## config.mk

```make
export PLATFORM = sky130hd
export DESIGN_NAME = axi4_lite_cmd_master
export DESIGN_NICKNAME = d
export VERILOG_FILES = /design/src/rtl/axi4_lite_cmd_master.sv
export SDC_FILE = /design/constraint.sdc
export NUM_CORES = 1
export LEC_CHECK = 0
export CAP_MARGIN = 20
export CORE_MARGIN = 2
export CORE_UTILIZATION = 45
export CTS_BUF_LIST = sky130_fd_sc_hd__clkbuf_2 sky130_fd_sc_hd__clkbuf_4 sky130_fd_sc_hd__clkbuf_8
export DETAILED_ROUTE_END_ITERATION = 7
export GPL_TIMING_DRIVEN = 0
export PLACE_DENSITY = 0.89
export SYNTH_ARGS = -nofsm -noshare
export SYNTH_HDL_FRONTEND = slang
export SYNTH_SLANG_ARGS = --single-unit
```

## constraint.sdc

```tcl
create_clock -name clk -period 11.1 [get_ports clk]
set_input_delay 2.775 -clock clk [delete_from_list [all_inputs] [get_ports clk]]
set_output_delay 2.775 -clock clk [all_outputs]
set_load 0.05 [all_outputs]
```

## src/rtl/axi4_lite_cmd_master.sv

```systemverilog
`default_nettype none
// ============================================================================
//  Module      : axi4_lite_cmd_master
//  Description : Single-outstanding AXI4-Lite master. Turns a valid/ready
//                request stream into AXI4-Lite reads/writes and returns each
//                result on a valid/ready response stream, counting error
//                responses in a saturating counter.
//  Revision    : 1.0 - initial release
// ============================================================================
module axi4_lite_cmd_master #(
    parameter int         ADDR_WIDTH = 32,
    parameter int         DATA_WIDTH = 32,
    parameter logic [2:0] PROT       = 3'b000
) (
    input  logic                      clk,
    input  logic                      rst,
    // request stream
    input  logic                      req_valid,
    output logic                      req_ready,
    input  logic                      req_write,
    input  logic [ADDR_WIDTH-1:0]     req_addr,
    input  logic [DATA_WIDTH-1:0]     req_wdata,
    input  logic [DATA_WIDTH/8-1:0]   req_wstrb,
    // response stream
    output logic                      rsp_valid,
    input  logic                      rsp_ready,
    output logic [DATA_WIDTH-1:0]     rsp_rdata,
    output logic [1:0]                rsp_resp,
    output logic [15:0]               err_cnt,
    // AXI4-Lite write address
    output logic [ADDR_WIDTH-1:0]     m_axi_awaddr,
    output logic [2:0]                m_axi_awprot,
    output logic                      m_axi_awvalid,
    input  logic                      m_axi_awready,
    // AXI4-Lite write data
    output logic [DATA_WIDTH-1:0]     m_axi_wdata,
    output logic [DATA_WIDTH/8-1:0]   m_axi_wstrb,
    output logic                      m_axi_wvalid,
    input  logic                      m_axi_wready,
    // AXI4-Lite write response
    input  logic [1:0]                m_axi_bresp,
    input  logic                      m_axi_bvalid,
    output logic                      m_axi_bready,
    // AXI4-Lite read address
    output logic [ADDR_WIDTH-1:0]     m_axi_araddr,
    output logic [2:0]                m_axi_arprot,
    output logic                      m_axi_arvalid,
    input  logic                      m_axi_arready,
    // AXI4-Lite read data
    input  logic [DATA_WIDTH-1:0]     m_axi_rdata,
    input  logic [1:0]                m_axi_rresp,
    input  logic                      m_axi_rvalid,
    output logic                      m_axi_rready
);

    // Only 32- and 64-bit data paths are supported.
    generate
        if (DATA_WIDTH != 32 && DATA_WIDTH != 64) begin : g_bad_data_width
            $error("axi4_lite_cmd_master: DATA_WIDTH must be 32 or 64");
        end
    endgenerate

    typedef enum logic [2:0] {
        S_IDLE = 3'd0,
        S_WR   = 3'd1,
        S_WR_B = 3'd2,
        S_RD_A = 3'd3,
        S_RD_R = 3'd4,
        S_RSP  = 3'd5
    } state_t;

    state_t                    r_state;
    state_t                    w_state_nxt;

    logic                      r_awvalid,   w_awvalid_nxt;
    logic                      r_wvalid,    w_wvalid_nxt;
    logic                      r_arvalid,   w_arvalid_nxt;
    logic                      r_bready,    w_bready_nxt;
    logic                      r_rready,    w_rready_nxt;
    logic                      r_rsp_valid, w_rsp_valid_nxt;
    logic [DATA_WIDTH-1:0]     r_rsp_rdata, w_rsp_rdata_nxt;
    logic [1:0]                r_rsp_resp,  w_rsp_resp_nxt;
    logic [15:0]               r_err_cnt,   w_err_cnt_nxt;

    logic [ADDR_WIDTH-1:0]     r_addr;
    logic [DATA_WIDTH-1:0]     r_wdata;
    logic [DATA_WIDTH/8-1:0]   r_wstrb;

    logic                      w_capture;
    logic                      w_err_inc;

    // Next-state and next-output decode; everything defaults to "hold".
    always_comb begin
        w_state_nxt     = r_state;
        w_awvalid_nxt   = r_awvalid;
        w_wvalid_nxt    = r_wvalid;
        w_arvalid_nxt   = r_arvalid;
        w_bready_nxt    = r_bready;
        w_rready_nxt    = r_rready;
        w_rsp_valid_nxt = r_rsp_valid;
        w_rsp_rdata_nxt = r_rsp_rdata;
        w_rsp_resp_nxt  = r_rsp_resp;
        w_capture       = 1'b0;
        w_err_inc       = 1'b0;

        case (r_state)
            S_IDLE: begin
                if (req_valid) begin
                    w_capture = 1'b1;
                    if (req_write) begin
                        w_state_nxt   = S_WR;
                        w_awvalid_nxt = 1'b1;
                        w_wvalid_nxt  = 1'b1;
                    end else begin
                        w_state_nxt   = S_RD_A;
                        w_arvalid_nxt = 1'b1;
                    end
                end
            end
            S_WR: begin
                // AW and W retire independently; each valid drops after its ready.
                if (r_awvalid && m_axi_awready) w_awvalid_nxt = 1'b0;
                if (r_wvalid && m_axi_wready)   w_wvalid_nxt  = 1'b0;
                if (!w_awvalid_nxt && !w_wvalid_nxt) begin
                    w_state_nxt  = S_WR_B;
                    w_bready_nxt = 1'b1;
                end
            end
            S_WR_B: begin
                if (m_axi_bvalid) begin
                    w_bready_nxt    = 1'b0;
                    w_rsp_valid_nxt = 1'b1;
                    w_rsp_rdata_nxt = '0;
                    w_rsp_resp_nxt  = m_axi_bresp;
                    w_err_inc       = m_axi_bresp[1];
                    w_state_nxt     = S_RSP;
                end
            end
            S_RD_A: begin
                if (m_axi_arready) begin
                    w_arvalid_nxt = 1'b0;
                    w_rready_nxt  = 1'b1;
                    w_state_nxt   = S_RD_R;
                end
            end
            S_RD_R: begin
                if (m_axi_rvalid) begin
                    w_rready_nxt    = 1'b0;
                    w_rsp_valid_nxt = 1'b1;
                    w_rsp_rdata_nxt = m_axi_rdata;
                    w_rsp_resp_nxt  = m_axi_rresp;
                    w_err_inc       = m_axi_rresp[1];
                    w_state_nxt     = S_RSP;
                end
            end
            S_RSP: begin
                if (rsp_ready) begin
                    w_rsp_valid_nxt = 1'b0;
                    w_state_nxt     = S_IDLE;
                end
            end
            default: begin
                w_state_nxt = S_IDLE;
            end
        endcase

        w_err_cnt_nxt = r_err_cnt;
        if (w_err_inc && (r_err_cnt != 16'hFFFF)) begin
            w_err_cnt_nxt = r_err_cnt + 16'd1;
        end
    end

    // State and registered outputs; reset abandons any transaction in flight.
    always_ff @(posedge clk or posedge rst) begin
        if (rst) begin
            r_state     <= S_IDLE;
            r_awvalid   <= 1'b0;
            r_wvalid    <= 1'b0;
            r_arvalid   <= 1'b0;
            r_bready    <= 1'b0;
            r_rready    <= 1'b0;
            r_rsp_valid <= 1'b0;
            r_rsp_rdata <= '0;
            r_rsp_resp  <= 2'b00;
            r_err_cnt   <= 16'd0;
        end else begin
            r_state     <= w_state_nxt;
            r_awvalid   <= w_awvalid_nxt;
            r_wvalid    <= w_wvalid_nxt;
            r_arvalid   <= w_arvalid_nxt;
            r_bready    <= w_bready_nxt;
            r_rready    <= w_rready_nxt;
            r_rsp_valid <= w_rsp_valid_nxt;
            r_rsp_rdata <= w_rsp_rdata_nxt;
            r_rsp_resp  <= w_rsp_resp_nxt;
            r_err_cnt   <= w_err_cnt_nxt;
        end
    end

    // Request capture; held stable for the whole transaction.
    always_ff @(posedge clk or posedge rst) begin
        if (rst) begin
            r_addr  <= '0;
            r_wdata <= '0;
            r_wstrb <= '0;
        end else if (w_capture) begin
            r_addr  <= req_addr;
            r_wdata <= req_wdata;
            r_wstrb <= req_wstrb;
        end
    end

    assign req_ready     = (r_state == S_IDLE) && !rst;
    assign rsp_valid     = r_rsp_valid;
    assign rsp_rdata     = r_rsp_rdata;
    assign rsp_resp      = r_rsp_resp;
    assign err_cnt       = r_err_cnt;

    assign m_axi_awaddr  = r_addr;
    assign m_axi_awprot  = rst ? 3'b000 : PROT;
    assign m_axi_awvalid = r_awvalid;
    assign m_axi_wdata   = r_wdata;
    assign m_axi_wstrb   = r_wstrb;
    assign m_axi_wvalid  = r_wvalid;
    assign m_axi_bready  = r_bready;
    assign m_axi_araddr  = r_addr;
    assign m_axi_arprot  = rst ? 3'b000 : PROT;
    assign m_axi_arvalid = r_arvalid;
    assign m_axi_rready  = r_rready;

endmodule
`default_nettype wire
```

==> results by group, run 1 <==
Synth
  – Async S/R FF share, synth: 100%
  – Synth area leaders: dfrtp_1 (58%), mux2_2 (13%), nand2_1 (5.9%)
  – Seq/Total Area, Yosys: 58.4%
  – Synth Warn #: 0
  – Top cell type by total area after synthesis: dfrtp_1
  – Most used DFF post-synth: dfrtp_1
  – Synthesized flop and latch total: 127
  – Gate Count Post-Synth: 469
  – Count of flip-flops with a built-in enable after synthesis: 0
  – Mapped Area: 5450 um2
  – Area share of the largest cell type after synthesis: 58.4%
  – Post-synth cell types: 35
  – Synthesized area per cell: 11.6 um2

Final layout
  – Antenna diodes: 0
  – Final core occ: 74.5%
  – Layout cells sized above 1: 19.3%
  – Post-route cell area: 8880 um2
  – Area Growth Syn to Fin: 63.1%
  – Fillers: 770
  – Nets: 879

Placed design
  – Gpl congestion: 0.866
  – DP HPWL: 12,100 um
  – Port Buffer Count: 270
  – Area after DPL: 8380 um2
  – DP Worst Slack: 3.99 ns

CTS
  – TritonCTS clock tree: built
  – Clock Path Buffers: 2
  – # resized after CTS: 0
  – CTS clock-pin slew for the worst setup and hold paths: 0.07 ns
  – CTS root buf: clkbuf_8
  – CTS H-tree lvls: 4
  – Post-CTS setup buffers: 0
  – Hold buffer count at cts: 0
  – CTS buffer count: 17
  – Later-pin clock latency in the skew report: 0.44 ns
  – Clock Sink Count: 127

Drt
  – Via Count: 4,614
  – DRC violations left: 0
  – Vias per cell: 4.99
  – Routed wire length: 15,600 um
  – WL/cell: 16.9 um
  – DRT iter0 DRCs: 187
  – Remaining antenna violation count after routing: 0
  – Pre-antenna DRT Iters: 4

Die
  – Die Wd: 114 um
  – Io pins: 277
  – Num rows: 40
  – Starting Density: 45.7%
  – Die height: 114 um
  – Core area: 11,900 um2
  – Die area: 13,000 um2

STA
  – RSZ-0062 raised after global routing: false
  – Least-Margin Pin Slew: 0.588 ns
  – Final Max Slew Viols: 0
  – Slack of the critical path: 4.00 ns
  – Slew headroom: 60.6%
  – Final period util: 64.0%
  – Final Hold Fails: 0
  – Max frequency: 0.141 GHz
  – Final Setup Violations: 0
  – Setup Total Neg Slack: 0 ns
  – Clock skew: 0.00944 ns
  – Fin crit period: 7.10 ns

GRT
  – Vias in the first global route: 4,653
  – Largest net degree at the start of global routing: 71
  – First-pass GRT wire length: 24,300 um
  – Initial antenna violation count: 1
  – GR Util All Layers: 24.5%
  – Total grt overflow: 0

Power and ir drop
  – Total power: 3.20 mW
  – Peak VDD IR: 0.000169 V
  – Leak: 3.79 nW
  – Comb pwr share: 60.0%
  – Psw: 1.53 mW
  – Clock network power share: 15.4%
  – Pint: 1.67 mW
  – Sw Share: 47.9%
  – PwrDens: 360 nW/um2
  – Register share of total power: 24.6%

Worst setup path
  – CP startpoint kind: input pin
  – CP required: 8.33 ns
  – FF-to-FF End: m_axi_wdata[5]
  – CP Max Fanout: 2
  – Reg2reg start: r_state[1]
  – Worst Setup Path Type: in -> out
  – Critical path endpoint category: primary output
  – Flop-to-flop setup slack: 9.10 ns
  – CP max stage delay: 0.86 ns
  – Buf/Inv on CP: 2
  – Worst r2r path cells: 6
  – CP max stage cell: clkdlybuf4s50_1
  – CP cell instances: clkdlybuf4s50_1 -> nor4_1 -> clkdlybuf4s50_1
  – Crit path max-delay family: buffers and inverters
  – Worst EP arrival: 4.33 ns
  – Most used cell, CP: clkdlybuf4s50_1

Run
  – Max-cap viol count: 0

Status
  – Status: completed

Min path
  – Worst hold start: rsp_rdata[30]
  – Hold Path Depth: 2
  – HP Class: reg -> reg
  – Hold Path End: rsp_rdata[30]
-- flip-flops by register name, summed over array words and instances, names as in the netlist --
name / cells
err_cnt: 16
m_axi_araddr: 32
m_axi_arvalid: 1
m_axi_awvalid: 1
m_axi_bready: 1
m_axi_rready: 1
m_axi_wdata: 32
m_axi_wstrb: 4
m_axi_wvalid: 1
r_state: 3
rsp_rdata: 32
rsp_resp: 2
rsp_valid: 1
-- cell families after synthesis --
kind of cell / count (synthesis) / synth area share (%)
flops: 127 / 58.4
simple gates: 124 / 9.77
mux: 72 / 14.8
buf+inv: 68 / 7.84
compound gates: 62 / 6.66
xor+xnor: 14 / 2.25
fa+ha+maj: 1 / 0.230
other cells: 1 / 0.0689
-- power groups by stage --
stage | sequential (mW) | clock [mW] | combinational [mW]
CTS | 0.788 | 0.500 | 1.93
detailed placement | 0.795 | 0 | 1.93
finish | 0.787 | 0.492 | 1.92
global placement | 0.779 | 0 | 1.89
floorplan | 1.43 | 0 | 0.634
global route | 0.812 | 0.520 | 2.00
-- worst max path at each step --
stage | slack (ns) | to | cells after the start | from
2_1_floorplan | 4.10 | req_ready | 1 | rst
3_3_place_gp | 3.32 | m_axi_araddr[17] | 2 | rst
3_5_place_dp | 3.99 | req_ready | 3 | rst
4_1_cts | 3.98 | req_ready | 3 | rst
5_1_grt | 3.93 | req_ready | 3 | rst
6_report | 4.00 | req_ready | 3 | rst
-- final cells by class --
cell class | count | area [um2] | share of cell area [%]
sequential | 127 | 3180 | 35.8
tap | 147 | 184 | 2.07
clock inverter | 11 | 208 | 2.34
multi-input combinational | 279 | 1860 | 20.9
buffer | 60 | 397 | 4.47
clock buffer | 21 | 289 | 3.25
timing repair buffer | 271 | 2730 | 30.7
inverter | 8 | 35.0 | 0.395
-- tightest hold or removal path, delay by kind of cell (launching register included) --
kind            cells  cell delay [ns]
flops               1             0.34
compound gates      1             0.06
simple gates        1             0.05
-- layer usage --
layer	part of all wire, %	global-route usage [%]
met2	53	43.3
met4	3.2	11.1
met1	36	26.3
met5	0.064	0
met3	8.4	8.82
-- placed cells by master (no fill, tap or decap), drive strengths merged, types with 2 or more instances in the layout --
master / synthesis / layout
nor2b: 2 / 2
xnor2: 10 / 10
a31oi: 6 / 6
a21oi: 8 / 8
nand4b: 2 / 2
buf: 55 / 56
clkbuf: 5 / 26
nand2b: 4 / 4
inv: 8 / 8
xor2: 4 / 4
nand4: 5 / 5
and3: 6 / 6
nand2: 85 / 85
dfrtp: 127 / 127
nor3: 4 / 4
bufinv: 0 / 6
mux2: 69 / 69
mux2i: 3 / 3
clkdlybuf4s50: 0 / 270
o21ai: 40 / 40
nand3: 5 / 5
nor2: 10 / 10
clkinv: 0 / 4
a21o: 2 / 2
conb: 1 / 6
-- Yosys cell counts (all sizes together) (2+ instances only) --
master and n:
dfrtp 127, nand2 85, mux2 69, buf 55, o21ai 40, nor2 10
xnor2 10, a21oi 8, inv 8, a31oi 6, and3 6, clkbuf 5
nand3 5, nand4 5, nand2b 4, nor3 4, xor2 4, mux2i 3
a21o 2, nand4b 2, nor2b 2
-- per-stage QoR --
step | hold WS [ns] | cells
3_5_place_dp | 0.473 | 892
6_report | 0.490 | 924
3_3_place_gp | 0.461 | 891
2_1_floorplan | 0.570 | 474
4_1_cts | 0.490 | 924
5_1_grt | 0.502 | 924
No activity file was read; power rests on OpenSTA's default activity.
==> inputs of run 2 (changes only) <==
- CORE_UTILIZATION: 45 -> 41
- PLACE_DENSITY: 0.89 -> 0.82
- clock period: 11.1 -> 6.6 ns (I/O delays scaled with it)
==> run 2 against run 1 <==
Compared with the run above: sequential power is 68% higher; clock skew decreased by 0.0015 ns; combinational power up 68%; critical path depth did not move; die area grew 9.4%; wire length fell by 2.9%; via count fell by 1.1%; clock-buffer cell count rose by 5; global-route usage down 3.0 points; clock power is 43% higher; non-clock buffer count is the same; critical path type unchanged.
==> results by group, run 2 (synthesized netlist as in run 1, its figures left out) <==
STA
  – Slew headroom: 60.7%
  – Final period util: 74.0%
  – Final Max Slew Viols: 0
  – Final Hold Fails: 0
  – Worst hold margin: 0.482 ns
  – Clock skew: 0.00793 ns
  – Least-Margin Pin Slew: 0.589 ns
  – Slack of the critical path: 1.72 ns
  – Final Setup Violations: 0
  – Fin crit period: 4.88 ns
  – Setup Total Neg Slack: 0 ns
  – Max frequency: 0.205 GHz
  – RSZ-0062 raised after global routing: false

Worst setup path
  – Critical path endpoint category: primary output
  – Buf/Inv on CP: 2
  – Reg2reg start: r_state[1]
  – CP max stage cell: clkdlybuf4s50_1
  – Worst Setup Path Type: in -> out
  – CP Max Fanout: 2
  – Worst r2r path cells: 6
  – FF-to-FF End: m_axi_wdata[14]
  – Flop-to-flop setup slack: 4.55 ns
  – CP max stage delay: 0.88 ns
  – CP cell instances: clkdlybuf4s50_1 -> nor4_1 -> clkdlybuf4s50_1
  – Crit path max-delay family: buffers and inverters
  – CP required: 4.95 ns
  – Worst EP arrival: 3.23 ns
  – Most used cell, CP: clkdlybuf4s50_1
  – CP startpoint kind: input pin

Final layout
  – Area Growth Syn to Fin: 62.4%
  – Most common cell after layout, fill and taps aside: clkdlybuf4s50_1
  – Commonest non-fill, non-tap cells in the layout: clkdlybuf4s50_1 (270), dfrtp_1 (127), nand2_1 (85), mux2_2 (61), buf_4 (42)
  – Final core occ: 67.6%
  – Antenna diodes: 0
  – Nets: 879
  – Filler-free cell count of the finished design: 951
  – Layout cells sized above 1: 19.1%
  – Fillers: 985

Die
  – Starting Density: 41.6%
  – Io pins: 277
  – Die Wd: 119 um
  – Die area: 14,200 um2
  – Die height: 119 um
  – Num rows: 42
  – Core area: 13,100 um2

Drt
  – Remaining antenna violation count after routing: 0
  – Via Count: 4,565
  – DRC violations left: 0
  – Routed wire length: 15,100 um
  – Vias per cell: 4.80
  – DRT iter0 DRCs: 220
  – WL/cell: 15.9 um
  – Pre-antenna DRT Iters: 4

CTS
  – CTS H-tree lvls: 4
  – Hold buffer count at cts: 0
  – Post-CTS setup buffers: 0
  – Clock Sink Count: 127
  – # resized after CTS: 0
  – Later-pin clock latency in the skew report: 0.43 ns
  – TritonCTS clock tree: built
  – CTS clock-pin slew for the worst setup and hold paths: 0.06 ns
  – Clock Path Buffers: 2
  – CTS root buf: clkbuf_8
  – CTS buffer count: 17

GRT
  – First-pass GRT wire length: 23,800 um
  – Largest net degree at the start of global routing: 66
  – GR Util All Layers: 21.5%
  – Initial antenna violation count: 0
  – Total grt overflow: 0
  – Vias in the first global route: 4,688

Power and ir drop
  – Clock network power share: 13.4%
  – Pint: 2.70 mW
  – Comb pwr share: 61.5%
  – PwrDens: 594 nW/um2
  – Register share of total power: 25.1%
  – Psw: 2.55 mW
  – Peak VDD IR: 0.000256 V
  – Sw Share: 48.6%
  – Leak: 3.75 nW

Placed design
  – DP HPWL: 11,600 um
  – Placed Cells: 921
  – DP Worst Slack: 1.74 ns
  – Gpl congestion: 0.827
  – Port Buffer Count: 270

Min path
  – Hold Path Depth: 2
  – HP Class: reg -> reg
  – Worst hold start: rsp_rdata[10]
  – Hold Path End: rsp_rdata[10]

Run
  – Max-cap viol count: 0

Status
  – Status: completed
==> run 2: worst max path at each step <==
stage / startpoint / to / slack, ns / depth (start not counted)
floorplan: rst / err_cnt[0] / 1.57 / 1
global placement: rst / m_axi_araddr[17] / -0.1 / 2
detailed placement: rst / req_ready / 1.74 / 3
CTS: rst / req_ready / 1.72 / 3
global route: rst / req_ready / 1.64 / 3
finish: rst / req_ready / 1.72 / 3
==> run 2: worst register-to-register path: stages, from the launching register on <==
cell	delay [ns]
dfrtp_1	0.42
nor2_1	0.36
and3_1	0.20
buf_2	0.16
buf_4	0.21
buf_4	0.22
mux2_2	0.36
==> run 2: layer usage <==
layer	share of wire, %	global-route usage, %
met4	2.9	9.52
met5	0	0
met1	37	23.5
met2	52	38.0
met3	7.9	7.14
==> run 2: per-stage QoR <==
stage	cell area (um2)	total power, mW
finish	8840	5.25
detailed placement	8420	4.57
floorplan	5460	3.47
global route	8840	5.47
global placement	8390	4.50
CTS	8840	5.29
==> run 2: power groups by stage <==
stage                     clock, mW  sequential (mW)  combinational, mW
after detailed placement          0             1.33               3.24
final                         0.704             1.32               3.23
after global routing          0.749             1.36               3.36
after CTS                     0.720             1.32               3.25
after global placement            0             1.31               3.20
after floorplan                   0             2.40               1.07
==> run 2: layout make-up <==
class                           count  area (um2)  share of cell area, %
Multi-Input combinational cell    279        1860                   21.0
Inverter                            8        35.0                  0.396
Sequential cell                   127        3180                   35.9
Timing Repair Buffer              271        2730                   30.9
Tap cell                          176         220                   2.49
Clock buffer                       26         352                   3.98
Buffer                             60         397                   4.48
Clock inverter                      4        72.6                  0.821
==> inputs of run 3 (changes only) <==
- clock period: 6.6 -> 4.7 ns (I/O delays scaled with it)
==> results of run 3 <==
The final DEF is identical to that of run 2. Status: completed.
Main changes from that run: setup slack after placement 1.74 ns -> 0.790 ns; setup slack after layout 1.72 ns -> 0.768 ns; register-to-register setup slack 4.55 ns -> 2.65 ns; total power 5.25 mW -> 7.37 mW; worst IR drop on VDD 0.000256 V -> 0.000359 V
